File: config.mk
export PLATFORM = sky130hd
export DESIGN_NAME = ex_unit_flat
export DESIGN_NICKNAME = d
export VERILOG_FILES = /design/src/rtl/pipe_pkg.sv /design/src/rtl/ex_unit_if.sv /design/src/rtl/muldiv_seq.sv /design/src/rtl/ex_unit.sv /design/src/flat_wrapper.sv
export SDC_FILE = /design/constraint.sdc
export NUM_CORES = 1
export LEC_CHECK = 0
export CORE_MARGIN = 2
export CORE_UTILIZATION = 60
export DETAILED_ROUTE_END_ITERATION = 10
export GPL_TIMING_DRIVEN = 0
export PLACE_DENSITY = 0.85
export SETUP_SLACK_MARGIN = 0.5
export SLEW_MARGIN = 10
export SYNTH_ARGS = -nofsm -noshare
export SYNTH_HDL_FRONTEND = slang
export SYNTH_SLANG_ARGS = --single-unit
File: constraint.sdc
create_clock -name clk -period 5.7 [get_ports clk]
set_input_delay 0.855 -clock clk [delete_from_list [all_inputs] [get_ports clk]]
set_output_delay 0.855 -clock clk [all_outputs]
set_load 0.02 [all_outputs]
File: src/rtl/pipe_pkg.sv
// Shared opcode/funct constants, FSM encoding and result bundle for the
// execute stage and its iterative multiply/divide unit.
package pipe_pkg;

  localparam logic [5:0] OP_RTYPE = 6'd0;
  localparam logic [5:0] OP_J     = 6'd2;
  localparam logic [5:0] OP_BEQ   = 6'd4;
  localparam logic [5:0] OP_ADDI  = 6'd8;
  localparam logic [5:0] NOP_OP   = 6'b110111;

  localparam logic [5:0] FN_MFHI  = 6'd16;
  localparam logic [5:0] FN_MFLO  = 6'd18;
  localparam logic [5:0] FN_MULTU = 6'd25;
  localparam logic [5:0] FN_DIVU  = 6'd27;
  localparam logic [5:0] FN_ADD   = 6'd32;
  localparam logic [5:0] FN_SUB   = 6'd34;
  localparam logic [5:0] FN_AND   = 6'd36;
  localparam logic [5:0] FN_OR    = 6'd37;
  localparam logic [5:0] FN_SLT   = 6'd42;

  localparam int unsigned MD_STEPS = 32;

  typedef enum logic [1:0] {
    ST_IDLE,
    ST_MUL,
    ST_DIV,
    ST_DONE
  } ex_state_e;

  typedef enum logic {
    MD_MUL,
    MD_DIV
  } md_op_e;

  typedef struct packed {
    logic [31:0] result;
    logic [4:0]  wreg;
    logic        we;
    logic        br_taken;
    logic [31:0] br_target;
  } ex_out_t;

endpackage

File: src/rtl/ex_unit_if.sv
// Decode/execute register to execute-stage bus; master is the decode side,
// slave is ex_unit.
interface ex_unit_if;
  logic [31:0] pc_in;
  logic [5:0]  op_in;
  logic [4:0]  rs_in;
  logic [4:0]  rt_in;
  logic [4:0]  rd_in;
  logic [10:0] aux_in;
  logic [31:0] imm_dpl_in;
  logic [25:0] addr_in;
  logic [31:0] os_in;
  logic [31:0] ot_in;

  logic [31:0] result_out;
  logic [4:0]  wreg_out;
  logic        we_out;
  logic        br_taken_out;
  logic [31:0] br_target_out;
  logic        stall_out;

  modport master (
    output pc_in, op_in, rs_in, rt_in, rd_in, aux_in, imm_dpl_in, addr_in, os_in, ot_in,
    input  result_out, wreg_out, we_out, br_taken_out, br_target_out, stall_out
  );

  modport slave (
    input  pc_in, op_in, rs_in, rt_in, rd_in, aux_in, imm_dpl_in, addr_in, os_in, ot_in,
    output result_out, wreg_out, we_out, br_taken_out, br_target_out, stall_out
  );
endinterface

File: src/rtl/muldiv_seq.sv
// 32-step unsigned shift-add multiplier / restoring divider sharing one
// 64-bit accumulator: hi = acc[63:32], lo = acc[31:0].
module muldiv_seq
  import pipe_pkg::*;
(
  input  logic        clk,
  input  logic        rstd,
  input  logic        start_i,
  input  md_op_e      op_i,
  input  logic [31:0] a_i,
  input  logic [31:0] b_i,
  output logic        busy_o,
  output logic        done_o,
  output logic [31:0] hi_o,
  output logic [31:0] lo_o
);

  logic [63:0] acc_q, acc_d;
  logic [31:0] b_q;
  md_op_e      op_q;
  logic [4:0]  cnt_q;
  logic        busy_q;
  logic        done_q;

  logic [32:0] mul_sum;
  logic [32:0] div_sh;
  logic [32:0] div_diff;

  // A zero divisor never borrows, so the quotient fills with ones and the
  // dividend shifts whole into the remainder without any special case.
  always_comb begin
    mul_sum  = {1'b0, acc_q[63:32]} + (acc_q[0] ? {1'b0, b_q} : 33'd0);
    div_sh   = {acc_q[63:32], acc_q[31]};
    div_diff = div_sh - {1'b0, b_q};
    acc_d    = acc_q;
    if (op_q == MD_MUL) begin
      acc_d = {mul_sum, acc_q[31:1]};
    end else if (!div_diff[32]) begin
      acc_d = {div_diff[31:0], acc_q[30:0], 1'b1};
    end else begin
      acc_d = {div_sh[31:0], acc_q[30:0], 1'b0};
    end
  end

  always_ff @(posedge clk) begin
    if (!rstd) begin
      acc_q  <= '0;
      b_q    <= '0;
      op_q   <= MD_MUL;
      cnt_q  <= '0;
      busy_q <= 1'b0;
      done_q <= 1'b0;
    end else begin
      done_q <= 1'b0;
      if (start_i && !busy_q) begin
        acc_q  <= {32'd0, a_i};
        b_q    <= b_i;
        op_q   <= op_i;
        cnt_q  <= '0;
        busy_q <= 1'b1;
      end else if (busy_q) begin
        acc_q <= acc_d;
        cnt_q <= cnt_q + 5'd1;
        if (cnt_q == 5'(MD_STEPS - 1)) begin
          busy_q <= 1'b0;
          done_q <= 1'b1;
        end
      end
    end
  end

  assign busy_o = busy_q;
  assign done_o = done_q;
  assign hi_o   = acc_q[63:32];
  assign lo_o   = acc_q[31:0];

endmodule

File: src/rtl/ex_unit.sv
// Execute stage: single-cycle ALU/branch decode with registered outputs and a
// stalling iterative MULTU/DIVU path that commits hi/lo in its DONE cycle.
module ex_unit
  import pipe_pkg::*;
(
  input  logic      clk,
  input  logic      rstd,
  ex_unit_if.slave  bus
);

  ex_state_e   state_q;
  ex_out_t     out_q;
  ex_out_t     dec;
  logic [31:0] hi_q, lo_q;
  logic        stall_q;

  logic        start_mul, start_div;
  logic        md_start;
  md_op_e      md_op;
  logic        md_busy_unused;
  logic        md_done;
  logic [31:0] md_hi, md_lo;

  logic [5:0]  funct;
  logic [31:0] os, ot;
  logic        unused_bits;

  assign funct       = bus.aux_in[5:0];
  assign os          = bus.os_in;
  assign ot          = bus.ot_in;
  assign unused_bits = ^{bus.rs_in, bus.aux_in[10:6]};

  always_comb begin
    dec       = '0;
    start_mul = 1'b0;
    start_div = 1'b0;
    case (bus.op_in)
      OP_RTYPE: begin
        dec.wreg = bus.rd_in;
        dec.we   = 1'b1;
        case (funct)
          FN_ADD:   dec.result = os + ot;
          FN_SUB:   dec.result = os - ot;
          FN_AND:   dec.result = os & ot;
          FN_OR:    dec.result = os | ot;
          FN_SLT:   dec.result = {31'd0, $signed(os) < $signed(ot)};
          FN_MFHI:  dec.result = hi_q;
          FN_MFLO:  dec.result = lo_q;
          FN_MULTU: begin
            dec       = '0;
            start_mul = 1'b1;
          end
          FN_DIVU: begin
            dec       = '0;
            start_div = 1'b1;
          end
          default:  dec = '0;
        endcase
      end
      OP_ADDI: begin
        dec.result = os + bus.imm_dpl_in;
        dec.wreg   = bus.rt_in;
        dec.we     = 1'b1;
      end
      OP_BEQ: begin
        dec.br_taken  = (os == ot);
        dec.br_target = bus.pc_in + 32'd4 + {bus.imm_dpl_in[29:0], 2'b00};
      end
      OP_J: begin
        dec.br_taken  = 1'b1;
        dec.br_target = {bus.pc_in[31:28], bus.addr_in, 2'b00};
      end
      default: dec = '0;
    endcase
  end

  assign md_start = (state_q == ST_IDLE) && (start_mul || start_div);
  assign md_op    = start_div ? MD_DIV : MD_MUL;

  muldiv_seq u_muldiv (
    .clk     (clk),
    .rstd    (rstd),
    .start_i (md_start),
    .op_i    (md_op),
    .a_i     (os),
    .b_i     (ot),
    .busy_o  (md_busy_unused),
    .done_o  (md_done),
    .hi_o    (md_hi),
    .lo_o    (md_lo)
  );

  // MUL/DIV wait for the sequencer's registered done pulse, which lands one
  // cycle after the 32nd iteration; that extra cycle gives the 34-cycle stall.
  always_ff @(posedge clk) begin
    if (!rstd) begin
      state_q <= ST_IDLE;
      out_q   <= '0;
      hi_q    <= '0;
      lo_q    <= '0;
      stall_q <= 1'b0;
    end else begin
      out_q <= '0;
      case (state_q)
        ST_IDLE: begin
          out_q <= dec;
          if (start_mul) begin
            state_q <= ST_MUL;
            stall_q <= 1'b1;
          end else if (start_div) begin
            state_q <= ST_DIV;
            stall_q <= 1'b1;
          end
        end
        ST_MUL, ST_DIV: begin
          if (md_done) state_q <= ST_DONE;
        end
        ST_DONE: begin
          hi_q    <= md_hi;
          lo_q    <= md_lo;
          state_q <= ST_IDLE;
          stall_q <= 1'b0;
        end
        default: begin
          state_q <= ST_IDLE;
          stall_q <= 1'b0;
        end
      endcase
    end
  end

  assign bus.result_out    = out_q.result;
  assign bus.wreg_out      = out_q.wreg;
  assign bus.we_out        = out_q.we;
  assign bus.br_taken_out  = out_q.br_taken;
  assign bus.br_target_out = out_q.br_target;
  assign bus.stall_out     = stall_q;

endmodule

File: src/flat_wrapper.sv
// flat-port wrapper written by rule: the top's interface ports become plain ports
module ex_unit_flat import pipe_pkg::*;
  (clk, rstd, bus_pc_in, bus_op_in, bus_rs_in, bus_rt_in, bus_rd_in, bus_aux_in, bus_imm_dpl_in, bus_addr_in, bus_os_in, bus_ot_in, bus_result_out, bus_wreg_out, bus_we_out, bus_br_taken_out, bus_br_target_out, bus_stall_out);
  ex_unit_if bus_i ();
  input  logic clk;
  input  logic rstd;
  input wire logic [$bits(bus_i.pc_in)-1:0] bus_pc_in;
  input wire logic [$bits(bus_i.op_in)-1:0] bus_op_in;
  input wire logic [$bits(bus_i.rs_in)-1:0] bus_rs_in;
  input wire logic [$bits(bus_i.rt_in)-1:0] bus_rt_in;
  input wire logic [$bits(bus_i.rd_in)-1:0] bus_rd_in;
  input wire logic [$bits(bus_i.aux_in)-1:0] bus_aux_in;
  input wire logic [$bits(bus_i.imm_dpl_in)-1:0] bus_imm_dpl_in;
  input wire logic [$bits(bus_i.addr_in)-1:0] bus_addr_in;
  input wire logic [$bits(bus_i.os_in)-1:0] bus_os_in;
  input wire logic [$bits(bus_i.ot_in)-1:0] bus_ot_in;
  output wire logic [$bits(bus_i.result_out)-1:0] bus_result_out;
  output wire logic [$bits(bus_i.wreg_out)-1:0] bus_wreg_out;
  output wire logic [$bits(bus_i.we_out)-1:0] bus_we_out;
  output wire logic [$bits(bus_i.br_taken_out)-1:0] bus_br_taken_out;
  output wire logic [$bits(bus_i.br_target_out)-1:0] bus_br_target_out;
  output wire logic [$bits(bus_i.stall_out)-1:0] bus_stall_out;
  assign bus_i.pc_in = bus_pc_in;
  assign bus_i.op_in = bus_op_in;
  assign bus_i.rs_in = bus_rs_in;
  assign bus_i.rt_in = bus_rt_in;
  assign bus_i.rd_in = bus_rd_in;
  assign bus_i.aux_in = bus_aux_in;
  assign bus_i.imm_dpl_in = bus_imm_dpl_in;
  assign bus_i.addr_in = bus_addr_in;
  assign bus_i.os_in = bus_os_in;
  assign bus_i.ot_in = bus_ot_in;
  assign bus_result_out = bus_i.result_out;
  assign bus_wreg_out = bus_i.wreg_out;
  assign bus_we_out = bus_i.we_out;
  assign bus_br_taken_out = bus_i.br_taken_out;
  assign bus_br_target_out = bus_i.br_target_out;
  assign bus_stall_out = bus_i.stall_out;
  ex_unit u_core (.clk(clk), .rstd(rstd), .bus(bus_i));
endmodule
Yosys cells after proc, flatten, opt, wreduce, memory -nomap -nowiden
Index checks and enable logic that the tools add are counted.
{"block": "op_classes", "mux": 25, "magnitude_cmp": 1, "bitwise_logic": 4, "eq_ne": 19, "n_addsub": 8, "n_reduce_logical": 15}
{"cell": "case mux 32 bit (7 select lines)", "count": 1}
{"cell": "2-to-1 mux 64 bit", "count": 2}
{"cell": "case mux 33 bit (3 select lines)", "count": 1}
{"cell": "adder 32 bit", "count": 3}
{"cell": "2-to-1 mux 32 bit", "count": 3}
{"cell": "case mux 38 bit (2 select lines)", "count": 1}
{"cell": "2-to-1 mux 39 bit", "count": 1}
{"cell": "adder 32 x 32 -> 33 bit", "count": 1}
{"cell": "subtractor 33 x 32 -> 33 bit", "count": 1}
{"cell": "adder 32 x 3 -> 32 bit (second input constant)", "count": 1}
{"cell": "bitwise AND 32 bit", "count": 1}
{"cell": "== test 32 bit", "count": 1}
{"cell": "less-than comparator 32 bit", "count": 1}
{"cell": "bitwise OR 32 bit", "count": 1}
{"cell": "subtractor 32 bit", "count": 1}
{"cell": "== test 6 bit (second input constant)", "count": 5}
{"cell": "== test 6 x 5 -> 1 bit (second input constant)", "count": 4}
{"cell": "2-to-1 mux 1 bit", "count": 11}
{"cell": "OR reduction 7 bit", "count": 1}
{"cell": "== test 6 x 2 -> 1 bit (second input constant)", "count": 1}
{"cell": "== test 6 x 3 -> 1 bit (second input constant)", "count": 1}
{"cell": "== test 6 x 4 -> 1 bit (second input constant)", "count": 1}
{"cell": "zero test 6 bit", "count": 1}
{"cell": "2-to-1 mux 2 bit", "count": 3}
{"cell": "17 further kinds", "count": 24}
{"block": "word_totals", "out_inout_bits": 72, "input_bits": 188, "reg_bits": 242}

Depth between registers and ports, before layout
Gate-level depths: netlist of the first run.
{"block": "depth", "word_depth": 7, "mapped_depth": 16, "depth_no_buf": 16}

By module
From an unflattened synthesis of the first run, not the netlist that was laid out.
{"block": "unflattened", "cells_unflattened": 2785, "area_unflattened_um2": 22125.0}
{"mod": "ex_unit", "seq_area_each_um2": 2762.6, "cells_per_inst": 1671, "area_each_um2": 13481.7, "n_inst": 1}
{"mod": "muldiv_seq", "seq_area_each_um2": 2082.0, "cells_per_inst": 1114, "area_each_um2": 8643.3, "n_inst": 1}

Least setup slack after synthesis of the first run
No wires, ideal clock.
{"block": "synth_timing", "path_kind": "input -> register", "startpoint": "input port bus_os_in[0]", "endpoint": "register u_core.out_q, in the netlist u_core.bus.result_out[30]", "path_buffers": 0, "path_stages": 13, "setup_slack_ns": 2.081, "required_ns": 5.578, "t_arrival_ns": 3.497, "setup_ns": 0.122, "path_cell_list": "inv_1 -> ha_1 -> fa_1 -> o21bai_1 -> a2111oi_0 -> o311ai_1 -> a21oi_1 -> o31ai_4 -> o211ai_1 -> nor4_1 -> nor4_1 -> xor2_1 -> a311o_1"}
{"block": "synth_between", "elab_chain_len": 3}
{"element": "from (decl)", "line_no": "flat_wrapper.sv:15", "text": "input wire logic [$bits(bus_i.os_in)-1:0] bus_os_in;"}
{"element": "subtractor 32 bit / adder 32 bit (equally long branches)", "line_no": "ex_unit.sv:43, ex_unit.sv:42"}
{"element": "case mux 32 bit (7 select lines)", "line_no": "ex_unit.sv:41", "text": "case (funct)"}
{"element": "case mux 38 bit (2 select lines) (*)", "line_no": "ex_unit.sv:37", "text": "case (bus.op_in)"}
{"element": "to (signal assigned)", "line_no": "ex_unit.sv:98", "text": "out_q <= '0;"}
{"element": "to (signal assigned)", "line_no": "ex_unit.sv:103", "text": "out_q <= '0;"}
{"element": "to (signal assigned)", "line_no": "ex_unit.sv:106", "text": "out_q <= dec;"}
{"element": "to (decl)", "line_no": "ex_unit.sv:12", "text": "ex_out_t out_q;"}
Every way passes the cells marked *; elsewhere a longest branch is shown, timed or not.
A chain may end at the register's enable or synchronous reset.

Worst setup path after layout of the first run
{"block": "layout_timing", "startpoint": "input port bus_os_in[0]", "endpoint": "register u_core.out_q, in the netlist u_core.bus.result_out[0]"}
{"block": "layout_between", "elab_chain_len": 3}
{"element": "subtractor 32 bit, or another cell as far along", "line_no": "ex_unit.sv:43", "text": "FN_SUB: dec.result = os - ot;"}
{"element": "case mux 32 bit (7 select lines)", "line_no": "ex_unit.sv:41"}
{"element": "case mux 38 bit (2 select lines) (*)", "line_no": "ex_unit.sv:37"}
Marked as above.

==> flow_summary.json, run 1 <==
{
  "syn_to_final_growth_pct": 17.79,
  "yosysTopAreaCellShare_pct": 21.75,
  "coreArea_um2": 36610,
  "initial_core_util_pct": 60.85,
  "crit_type": "in2reg",
  "required_ns": 6.18,
  "clock_latency_ns": 0.57,
  "synthesis.nets": 3305,
  "syn-cell-area_um2": 22280,
  "max_cap_violations": 0,
  "tightest_slew_ns": 1.336,
  "post-place-cells": 3557,
  "rsz0062_at_grt": "false",
  "async_flop_share_pct": 0,
  "hold_violations": 0,
  "timing.final.crit_share_pct": 86.34,
  "ys.flop_type": "dfxtp_1",
  "relSlewSlack_pct": 10.73,
  "synth_common_cells": "nand2_1 (293), ha_1 (270), dfxtp_1 (242)",
  "grt_pass1_vias": 22980,
  "cts_buffers": 27,
  "grt_overflow": 0,
  "avgViaCountPerCell": 6.625,
  "dpl.hpwl_um": 67320,
  "cts_resized": 0,
  "power.density_nw_per_um2": 182.8,
  "wl_per_cell_um": 23.40,
  "synth-edff-count": 0,
  "grt_usage_pct": 42.07,
  "worst_slack_ns": 0.7784,
  "synth_most_common_cell": "nand2_1",
  "ant_nets": 0,
  "place.gp.congestion": 1.001,
  "path_clk_slew_ns": 0.06,
  "fmax_mhz": 203.2,
  "slew_violations": 0,
  "cp-end-kind": "flip-flop",
  "post-cts-setup-buffers": 0,
  "die_x_um": 196.7,
  "final_cells": 3607,
  "path_max_fanout": 4,
  "setup_viol": 0,
  "cts.path.max_buffers": 3,
  "io_buffers": 247,
  "drive_gt1_share_pct": 3.378,
  "num_vias": 23900,
  "routed_wl_um": 84390,
  "synthDistinctLibCells": 83,
  "syn_inst": 2841,
  "arrival_ns": 5.40,
  "nFillCells": 2904,
  "p_total_mw": 4.797,
  "ir_drop_mv": 0.2645,
  "finish.net_count": 3582,
  "fp-row-count": 70,
  "pre_cts_ws_ns": 0.3776,
  "die-area_um2": 38690,
  "synth_area_per_cell_um2": 7.842,
  "yosysSeqAreaShare_pct": 21.75,
  "drt-initial-drc-count": 2801,
  "cts_hold_buf": 0,
  "yosysWarnings": 0,
  "die_y_um": 196.7,
  "status": "completed",
  "finClkSkew_ns": 0.01536,
  "utilization_pct": 71.68,
  "ys_ff_latch": 242,
  "yosys-top-cells-area": "dfxtp_1 (22%), ha_1 (15%), mux2i_1 (7.8%)",
  "cts.sinks": 242,
  "antenna_found_initial": 0,
  "grt_pass1_wl_um": 127400,
  "drc": 0,
  "io_pins": 260,
  "cts_tree": "done",
  "netlist.top_cell.by_area": "dfxtp_1",
  "tns_ns": 0,
  "grt_max_degree": 15,
  "cts_root_buf": "clkbuf_16",
  "hp-class": "reg2reg",
  "cp-start-kind": "input pin",
  "p_leak_nw": 10.93,
  "period_needed_ns": 4.922,
  "firstDrtPassIters": 8,
  "cts_htree_levels": 1
}
==> power breakdown <==
group / switching, mW / internal (mW)
Combinational: 0.777 / 0.523
Sequential: 0.00633 / 1.70
Clock: 0.780 / 1.01
==> layout by cell type, fill, tap and decap left out, drive strengths merged, types with 18 or more instances in the layout <==
master         count
a21boi            40
inv              174
o21a              23
o221ai            19
a211oi            28
xnor2             75
o22ai             38
o211ai            31
nor2             192
a21oi            198
nand3             41
mux2i            173
a21o              72
dfxtp            242
o21ai            158
nand2            293
and2              47
ha               270
nor2b             86
xor2              59
nor3              32
buf               32
a31oi             22
clkbuf           148
nand4             18
nor4              18
o21bai            38
nand2b            30
clkdlybuf4s50    247
and3              55
a22oi             31
==> critical path, cell delays in order <==
cell and delay (ns):
clkdlybuf4s50_1 0.68, inv_1 0.14, ha_1 0.24, fa_1 0.38
o21bai_1 0.25, a2111oi_0 0.19, o311ai_1 0.54, a21oi_1 0.24
or2_2 0.33, o31ai_1 0.51, a221oi_1 0.19, mux2i_1 0.45
a41oi_1 0.18, nor3_1 0.22
==> metal layers <==
layer / up-vias / wire length [um] / track usage (%) / share of wire, %
met3: 296 / 8776 / 8.162 / 10
met1: 11300 / 34700 / 56.04 / 41
met2: 1541 / 36610 / 66.30 / 43
met5: - / 0 / 0 / 0
met4: 0 / 4307 / 18.57 / 5.1
li1: 10760 / - / - / -
==> area by class of cell <==
type | count | area [um2] | area share (%)
multi-input cells | 2281 | 16220 | 61.82
clock buffers | 35 | 735.7 | 2.804
plain buffers | 144 | 564.3 | 2.150
flip-flops and latches | 242 | 4845 | 18.46
clock inverters | 14 | 152.6 | 0.5817
inverters | 174 | 653.1 | 2.489
well taps | 468 | 585.6 | 2.231
repair buffers | 248 | 2480 | 9.450
diodes | 1 | 2.502 | 0.009536
==> state kept, by name (all words and copies together) (netlist names) <==
register and count:
u_core.u_muldiv.done_o 1, u_core.u_muldiv.b_q 32, u_core.u_muldiv.op_q 1, u_core.bus.br_target_out 32, u_core.hi_q 32, u_core.u_muldiv.acc_q 64
u_core.bus.br_taken_out 1, u_core.u_muldiv.cnt_q 5, u_core.bus.wreg_out 5, u_core.lo_q 32, u_core.bus.we_out 1, u_core.bus.result_out 32
u_core.state_q 2, u_core.u_muldiv.busy_o 1, u_core.bus.stall_out 1
==> logic make-up (layout without fill, tap and decap cells) <==
family / after synthesis / after routing / share of synthesized area [%]
buf+inv: 318 / 615 / 5.465
other cells: 0 / 1 / 0
mux: 184 / 184 / 8.497
compound gates: 831 / 831 / 24.96
flops: 242 / 242 / 21.75
simple gates: 856 / 856 / 18.36
xor+xnor: 134 / 134 / 5.268
fa+ha+maj: 276 / 276 / 15.70
==> through the flow <==
step                area [um2]  hold WS [ns]
finish                   26240        0.4926
global route             26240        0.5133
CTS                      26240        0.4906
global placement         25340        0.4763
floorplan                22280        0.4520
detailed placement       25350        0.4823
==> final timing paths <==
| path | start | to | slack, ns | cells past startpoint |
|---|---|---|---|---|
| worst max-delay path | bus_os_in[0] | u_core.bus.result_out[0] | 0.78 | 14 |
| worst min-delay path | u_core.u_muldiv.b_q[30] | u_core.u_muldiv.b_q[30] | 0.49 | 2 |
| worst max register to register | u_core.u_muldiv.acc_q[0] | u_core.u_muldiv.acc_q[61] | 1.40 | 13 |
| worst min register to register | u_core.u_muldiv.b_q[30] | u_core.u_muldiv.b_q[30] | 0.49 | 2 |
(Power assumes the default switching activity.)
==> inputs of run 2 (changes only) <==
--- a/config.mk
+++ b/config.mk
@@ -10,7 +10,6 @@
 export DETAILED_ROUTE_END_ITERATION = 10
 export GPL_TIMING_DRIVEN = 0
 export PLACE_DENSITY = 0.85
-export SETUP_SLACK_MARGIN = 0.5
 export SLEW_MARGIN = 10
 export SYNTH_ARGS = -nofsm -noshare
 export SYNTH_HDL_FRONTEND = slang
==> results of run 2 <==
Same layout as run 1: the final DEF is identical, and so are final timing and power.
